## src/rtl/instruction_fetch.sv

```systemverilog
// instruction_fetch: PC register, single-outstanding fetch to instruction
// memory (valid/ready request, valid response) and a one-entry output
// register towards decode. Jumps from execute redirect the PC and flush any
// in-flight or buffered instruction.
// Optional build macro: IFETCH_PERF_COUNTERS_EN adds the delivered/flushed
// instruction counters io_fetched_count and io_flushed_count.
module instruction_fetch #(
    parameter logic [31:0] ENTRY_ADDRESS = 32'h0000_1000,
    parameter int unsigned MAX_WAIT      = 255
) (
    input  logic        clock,
    input  logic        reset,
    input  logic        io_jump_flag,
    input  logic [31:0] io_jump_address,
    output logic        io_mem_req_valid,
    input  logic        io_mem_req_ready,
    output logic [31:0] io_mem_req_address,
    input  logic        io_mem_resp_valid,
    input  logic [31:0] io_mem_resp_data,
    output logic        io_instruction_valid,
    input  logic        io_instruction_ready,
    output logic [31:0] io_instruction,
    output logic [31:0] io_instruction_address,
    output logic        io_fetch_timeout
`ifdef IFETCH_PERF_COUNTERS_EN
    ,
    output logic [31:0] io_fetched_count,
    output logic [31:0] io_flushed_count
`endif
);

    localparam logic [31:0] NOP       = 32'h0000_0013;
    localparam logic [7:0]  WAIT_MAX  = 8'(MAX_WAIT);
    localparam logic [7:0]  WAIT_LAST = 8'(MAX_WAIT - 1);

    typedef enum logic [1:0] {
        ST_REQ,
        ST_WAIT,
        ST_FULL,
        ST_DROP
    } state_t;

    state_t      state_q;
    logic [31:0] pc_q;
    logic [31:0] req_addr_q;
    logic [31:0] instr_q;
    logic [31:0] instr_addr_q;
    logic        instr_valid_q;
    logic        timeout_q;
    logic [7:0]  wait_cnt_q;
    logic [7:0]  wait_cnt_d;
    logic        wait_hit;
    logic [31:0] jump_pc;

    // Saturating increment of the response wait counter and its timeout tap
    always_comb begin
        wait_cnt_d = (wait_cnt_q == WAIT_MAX) ? wait_cnt_q : wait_cnt_q + 8'd1;
        wait_hit   = (wait_cnt_q >= WAIT_LAST);
        jump_pc    = {io_jump_address[31:2], 2'b00};
    end

    // Request is only offered in REQ; forced low while reset is held
    assign io_mem_req_valid       = (state_q == ST_REQ) && !reset;
    assign io_mem_req_address     = pc_q;
    assign io_instruction         = instr_q;
    assign io_instruction_address = instr_addr_q;
    assign io_instruction_valid   = instr_valid_q;
    assign io_fetch_timeout       = timeout_q;

    // Fetch FSM: a jump overrides every other event in the same cycle
    always_ff @(posedge clock or posedge reset) begin
        if (reset) begin
            state_q       <= ST_REQ;
            pc_q          <= ENTRY_ADDRESS;
            req_addr_q    <= ENTRY_ADDRESS;
            instr_q       <= NOP;
            instr_addr_q  <= 32'h0;
            instr_valid_q <= 1'b0;
            timeout_q     <= 1'b0;
            wait_cnt_q    <= 8'h0;
        end else begin
            case (state_q)
                ST_REQ: begin
                    if (io_jump_flag) begin
                        // An accepted request now carries a stale address
                        pc_q <= jump_pc;
                        if (io_mem_req_ready) begin
                            state_q    <= ST_DROP;
                            wait_cnt_q <= 8'h0;
                        end
                    end else if (io_mem_req_ready) begin
                        req_addr_q <= pc_q;
                        pc_q       <= pc_q + 32'd4;
                        state_q    <= ST_WAIT;
                        wait_cnt_q <= 8'h0;
                    end
                end
                ST_WAIT: begin
                    if (io_jump_flag) begin
                        pc_q <= jump_pc;
                        if (io_mem_resp_valid) begin
                            state_q <= ST_REQ;
                        end else begin
                            state_q    <= ST_DROP;
                            wait_cnt_q <= 8'h0;
                        end
                    end else if (io_mem_resp_valid) begin
                        instr_q       <= io_mem_resp_data;
                        instr_addr_q  <= req_addr_q;
                        instr_valid_q <= 1'b1;
                        state_q       <= ST_FULL;
                    end else begin
                        wait_cnt_q <= wait_cnt_d;
                        if (wait_hit) timeout_q <= 1'b1;
                    end
                end
                ST_FULL: begin
                    if (io_jump_flag) begin
                        pc_q          <= jump_pc;
                        instr_valid_q <= 1'b0;
                        state_q       <= ST_REQ;
                    end else if (io_instruction_ready) begin
                        instr_valid_q <= 1'b0;
                        state_q       <= ST_REQ;
                    end
                end
                default: begin  // ST_DROP
                    if (io_jump_flag) pc_q <= jump_pc;
                    if (io_mem_resp_valid) begin
                        state_q <= ST_REQ;
                    end else begin
                        wait_cnt_q <= wait_cnt_d;
                        if (wait_hit) timeout_q <= 1'b1;
                    end
                end
            endcase
        end
    end

`ifdef IFETCH_PERF_COUNTERS_EN
    logic        deliver_evt;
    logic        flush_evt;
    logic [31:0] fetched_q;
    logic [31:0] flushed_q;

    // Delivered: consumed without a jump. Flushed: buffered at a jump, or a
    // response thrown away (stale in DROP, or racing a jump in WAIT).
    always_comb begin
        deliver_evt = (state_q == ST_FULL) && io_instruction_ready && !io_jump_flag;
        flush_evt   = ((state_q == ST_FULL) && io_jump_flag) ||
                      ((state_q == ST_WAIT) && io_jump_flag && io_mem_resp_valid) ||
                      ((state_q == ST_DROP) && io_mem_resp_valid);
    end

    // Free-running wrap-around event counters
    always_ff @(posedge clock or posedge reset) begin
        if (reset) begin
            fetched_q <= 32'h0;
            flushed_q <= 32'h0;
        end else begin
            if (deliver_evt) fetched_q <= fetched_q + 32'd1;
            if (flush_evt)   flushed_q <= flushed_q + 32'd1;
        end
    end

    assign io_fetched_count = fetched_q;
    assign io_flushed_count = flushed_q;
`endif

endmodule

```

## config.mk

```make
export PLATFORM = sky130hd
export DESIGN_NAME = instruction_fetch
export DESIGN_NICKNAME = d
export VERILOG_FILES = /design/src/rtl/instruction_fetch.sv
export SDC_FILE = /design/constraint.sdc
export NUM_CORES = 1
export LEC_CHECK = 0
export BUFFER_PORTS_ARGS = -buffer_cell sky130_fd_sc_hd__buf_2
export CAP_MARGIN = 20
export CORE_MARGIN = 3
export CORE_UTILIZATION = 34
export DETAILED_ROUTE_END_ITERATION = 8
export GPL_ROUTABILITY_DRIVEN = 1
export PLACE_DENSITY = 0.57
export SETUP_SLACK_MARGIN = 0.2
export SLEW_MARGIN = 20
export SYNTH_ARGS = -nofsm -noshare
export SYNTH_HDL_FRONTEND = slang
export SYNTH_SLANG_ARGS = --single-unit
```

## constraint.sdc

```tcl
create_clock -name clock -period 8.8 [get_ports clock]
set_input_delay 1.76 -clock clock [delete_from_list [all_inputs] [get_ports clock]]
set_output_delay 1.76 -clock clock [all_outputs]
set_load 0.02 [all_outputs]
```

==> results list <==
- Switching power total: 0.900 mW
- Number of setup buffers added after CTS: 0
* Quantity of I/O buffers inserted on ports: 162
* Internal power: 1.64 mW
* Diode count: 0
- The share of total power dissipated in combinational logic is 0.329.
* Clock network power share: 0.284
* Layout cells sized above 1: 0.388
- Worst-case headroom to the max-slew limit: 0.360
* Largest area contributor in the synthesized netlist: sky130_fd_sc_hd__dfrtp_1
* Clock transition at path regs: 60 ps
* First-pass GRT wire length: 25.7 mm
- Number of enable flip-flop cells after synthesis: 0
* Clock insertion delay at the later pin of the skew report: 420 ps
- The finished layout holds 950 standard cells, fillers aside.
* Floorplan die width: 139 um
- Number of remaining DRC errors: 0
- Cell-by-cell listing of the critical path: buf_2 -> buf_4 -> inv_1 -> nand3_2 -> or3_1 -> o22ai_1 -> nor2_1
* Top delay family on crit path: simple AND/OR/NAND/NOR gates
- Terminating pin of the worst hold path: req_addr_q[12]
- Among all stages on the critical path, the largest delay is contributed by sky130_fd_sc_hd__nand3_2.
- Total count of hold-check failures in the final report: 0
- Top cells by count, synth: sky130_fd_sc_hd__dfrtp_1 (129), sky130_fd_sc_hd__nand2_1 (116), sky130_fd_sc_hd__mux2_2 (64), sky130_fd_sc_hd__nor2_1 (29), sky130_fd_sc_hd__o21ai_0 (28)
- On the worst path, the slowest cell contributes a delay of 910 ps.
* Number of placement rows: 48
* Worst Hold Path Cells: 2
- Hold-fix buffers at CTS: 0
* Number of buffers added by the clock tree synthesis step: 17
* Netlist area before placement: 0.00602 sq mm
- The cell count after synthesis came out at 555.
- TritonCTS built the clock tree.
* Worst min-delay path startpoint: req_addr_q[12]
- Flop pwr share: 0.387
* Sum of overflow across all layers after global routing: 0
* Deepest clock path buffer count: 2
- Fraction of synthesis flops using an asynchronous set or reset pin: 1.00
- Once detail routing completed, the nets flagged for antenna violations numbered 0.
* Clock sinks: 134
- Top post-synthesis cells by area: sky130_fd_sc_hd__dfrtp_1 (54%), sky130_fd_sc_hd__mux2_2 (12%), sky130_fd_sc_hd__nand2_1 (7.2%), sky130_fd_sc_hd__o21ai_0 (2.3%), sky130_fd_sc_hd__dfstp_2 (2.2%)
- The tree is rooted in a sky130_fd_sc_hd__clkbuf_16.
- Post-synthesis to final-layout area growth: 26.6%
- The H-tree generated during clock tree synthesis spans 4 levels.
- The critical path in this run is classified as input pin to register.
- In this run the power density over the cells is 333 mW/mm^2.
* Synth Warn #: 0
- For the pin with the worst max-slew slack, the measured transition is 959 ps.
- RSZ-0062 raised after global routing: no
* Setup slack, reg-to-reg: 6030 ps
* Proportion of total power due to net switching: 0.354
- For this run, the register share of the synthesized area comes to 0.558.
* Leak Pwr: 3.71 nW
- For the worst setup path, the data arrival time is 4620 ps.
- Finish-stage setup viols: 0
- The run finished with clean final reports.
* Count of maximum capacitance violations: 0
* Fin Setup TNS: 0 ps
* DR vias/cell: 4.92
- Number of filler instances in the final layout: 1659
- Peak supply drop: 134 uV
- 169 I/O pins were placed.
- Clock skew: 8.59 ps
- Number of resized instances in the post-cts repair step: 0
- Each instance of the synthesized netlist takes up on average 10.9 sq um.
- Via count: 4676
- Summed over all nets, the half-perimeter wirelength after detailed placement is 10.6 mm.
- At the end of routability-driven placement, the weighted congestion stood at 0.804.
- The worst register-to-register path begins at state_q[1].
- Number of global-route vias before repair: 4878
* Flops & latches, synth: 134
- The die covers 0.0194 sq mm.
- Dividing the detail-routed wire length by the instance count gives 16.4 um.
- Area share of the largest cell type after synthesis: 0.536
- Netlist cell types: 52
* DIE HEIGHT: 139 um
* Origin of the worst setup path: io_jump_flag
- Final layout net count: 788
- The endpoint identified for the worst register-to-register timing path is io_mem_req_address[22].
* CP Max Fanout: 58
- Pin count of the biggest net entering global routing: 73
- Critical Path Start Type: input pin
* Hold Crit Class: register to register
* Overall global routing resource usage: 0.165
- The first routing iteration left 242 violations.
* Initial antenna violation count: 0
- The number of pins with negative max-slew slack in the final report was 0.
- Top FF cell, synth: sky130_fd_sc_hd__dfrtp_1
- Dividing the final minimum period by the clock period gives 0.491.
* Worst reg-to-reg path cell count: 6
* Req. time, crit path: 9090 ps
* Detailed-route wire length: 15.6 mm
- Worst setup EP type: register
* Number of buffers and inverters on the critical path: 3
- Initial Utilization: 0.348
- Among all cell types in the netlist, the one instantiated most often is sky130_fd_sc_hd__dfrtp_1.
* Length of the first detailed-routing pass in iterations: 5
* Tmin final: 4320 ps
* Achievable Freq: 0.231 GHz
* Count of placed standard cells including taps: 918
- The region available for standard cell placement spans 0.0173 sq mm.
worst register-to-register path: stages (launching register included):
cell and delay, ps:
sky130_fd_sc_hd__dfrtp_1 390, sky130_fd_sc_hd__inv_1 100, sky130_fd_sc_hd__ha_1 390, sky130_fd_sc_hd__nand3_2 820
sky130_fd_sc_hd__or3_1 730, sky130_fd_sc_hd__o22ai_1 160, sky130_fd_sc_hd__nor2_1 60
stage by stage:
| step | hold WS (ps) | instance area, sq um | setup slack, ps | total power [mW] | utilization |
|---|---|---|---|---|---|
| finish | 458 | 7620 | 4480 | 2.54 | 0.441 |
| global route | 492 | 7620 | 4240 | 2.70 | 0.441 |
| CTS | 462 | 7620 | 4470 | 2.57 | 0.441 |
| detailed placement | 452 | 7030 | 4040 | 1.84 | 0.406 |
| global placement | 448 | 7030 | 4100 | 1.80 | 0.406 |
| floorplan | 438 | 6040 | 3470 | 1.55 | - |
cells by family (layout without fill, tap and decap cells):
| family | after synthesis | count (layout) | synth area share |
|---|---|---|---|
| and+or+nand+nor | 207 | 207 | 0.168 |
| DFF | 134 | 134 | 0.558 |
| AOI/OAI and AO/OA | 75 | 75 | 0.0775 |
| muxes | 65 | 65 | 0.121 |
| buffers and inverters | 49 | 216 | 0.0366 |
| xor gates and xnor gates | 18 | 18 | 0.0262 |
| adders and majority gates | 6 | 6 | 0.0125 |
| other | 1 | 4 | 0.000622 |
layout by cell type, fill, tap and decap left out, types with 5 or more instances in the layout:
| cell | count |
|---|---|
| sky130_fd_sc_hd__buf_2 | 162 |
| sky130_fd_sc_hd__o22ai_1 | 6 |
| sky130_fd_sc_hd__xor2_1 | 7 |
| sky130_fd_sc_hd__a21oi_1 | 10 |
| sky130_fd_sc_hd__xnor2_1 | 11 |
| sky130_fd_sc_hd__nor3_1 | 13 |
| sky130_fd_sc_hd__dfstp_2 | 5 |
| sky130_fd_sc_hd__ha_1 | 6 |
| sky130_fd_sc_hd__inv_1 | 18 |
| sky130_fd_sc_hd__nand2_1 | 116 |
| sky130_fd_sc_hd__nor2_1 | 28 |
| sky130_fd_sc_hd__clkinv_2 | 5 |
| sky130_fd_sc_hd__clkbuf_16 | 17 |
| sky130_fd_sc_hd__mux2_2 | 64 |
| sky130_fd_sc_hd__a311oi_1 | 6 |
| sky130_fd_sc_hd__nand3_1 | 10 |
| sky130_fd_sc_hd__o21ai_0 | 28 |
| sky130_fd_sc_hd__nand4_1 | 8 |
| sky130_fd_sc_hd__dfrtp_1 | 129 |
layer usage:
| metal | vias up | wire length [um] | track usage |
|---|---|---|---|
| met5 | - | 0 | 0 |
| met4 | 0 | 148 | 0.0422 |
| met3 | 11 | 937 | 0.0469 |
| met2 | 148 | 7540 | 0.272 |
| met1 | 2277 | 6980 | 0.214 |
| li1 | 2240 | - | - |
cell type report:
cell class,instances,area (sq um),share of cell area
Multi-Input combinational cell,375,2480,0.325
Inverter,19,76.3,0.0100
Tap cell,225,282,0.0369
Sequential cell,134,3360,0.441
Clock buffer,19,443,0.0581
Clock inverter,13,155,0.0203
Timing Repair Buffer,165,833,0.109
power by group through the flow:
stage | Combinational (mW) | Sequential (mW) | Clock (mW)
after global placement | 0.823 | 0.980 | 0
final | 0.836 | 0.983 | 0.720
after global routing | 0.922 | 1.02 | 0.765
after floorplan | 0.381 | 1.17 | 0
after detailed placement | 0.846 | 0.996 | 0
after CTS | 0.849 | 0.985 | 0.739
flip-flops by register name, indices dropped and copies added (netlist names):
name                    flops
io_fetch_timeout            1
req_addr_q                 30
io_mem_req_address         30
io_instruction             32
wait_cnt_q                  8
io_instruction_address     30
state_q                     2
io_instruction_valid        1
worst max path at each step:
stage                     slack (ps)  depth (start not counted)                endpoint
final                           4480                          7  io_mem_req_address[22]
after global routing            4240                          7  io_mem_req_address[16]
after CTS                       4470                          7  io_mem_req_address[22]
after detailed placement        4040                          7  io_mem_req_address[22]
after global placement          4100                          7  io_mem_req_address[22]
after floorplan                 3470                          1        io_fetch_timeout
Note: power is estimated with default switching activity, not from simulation.
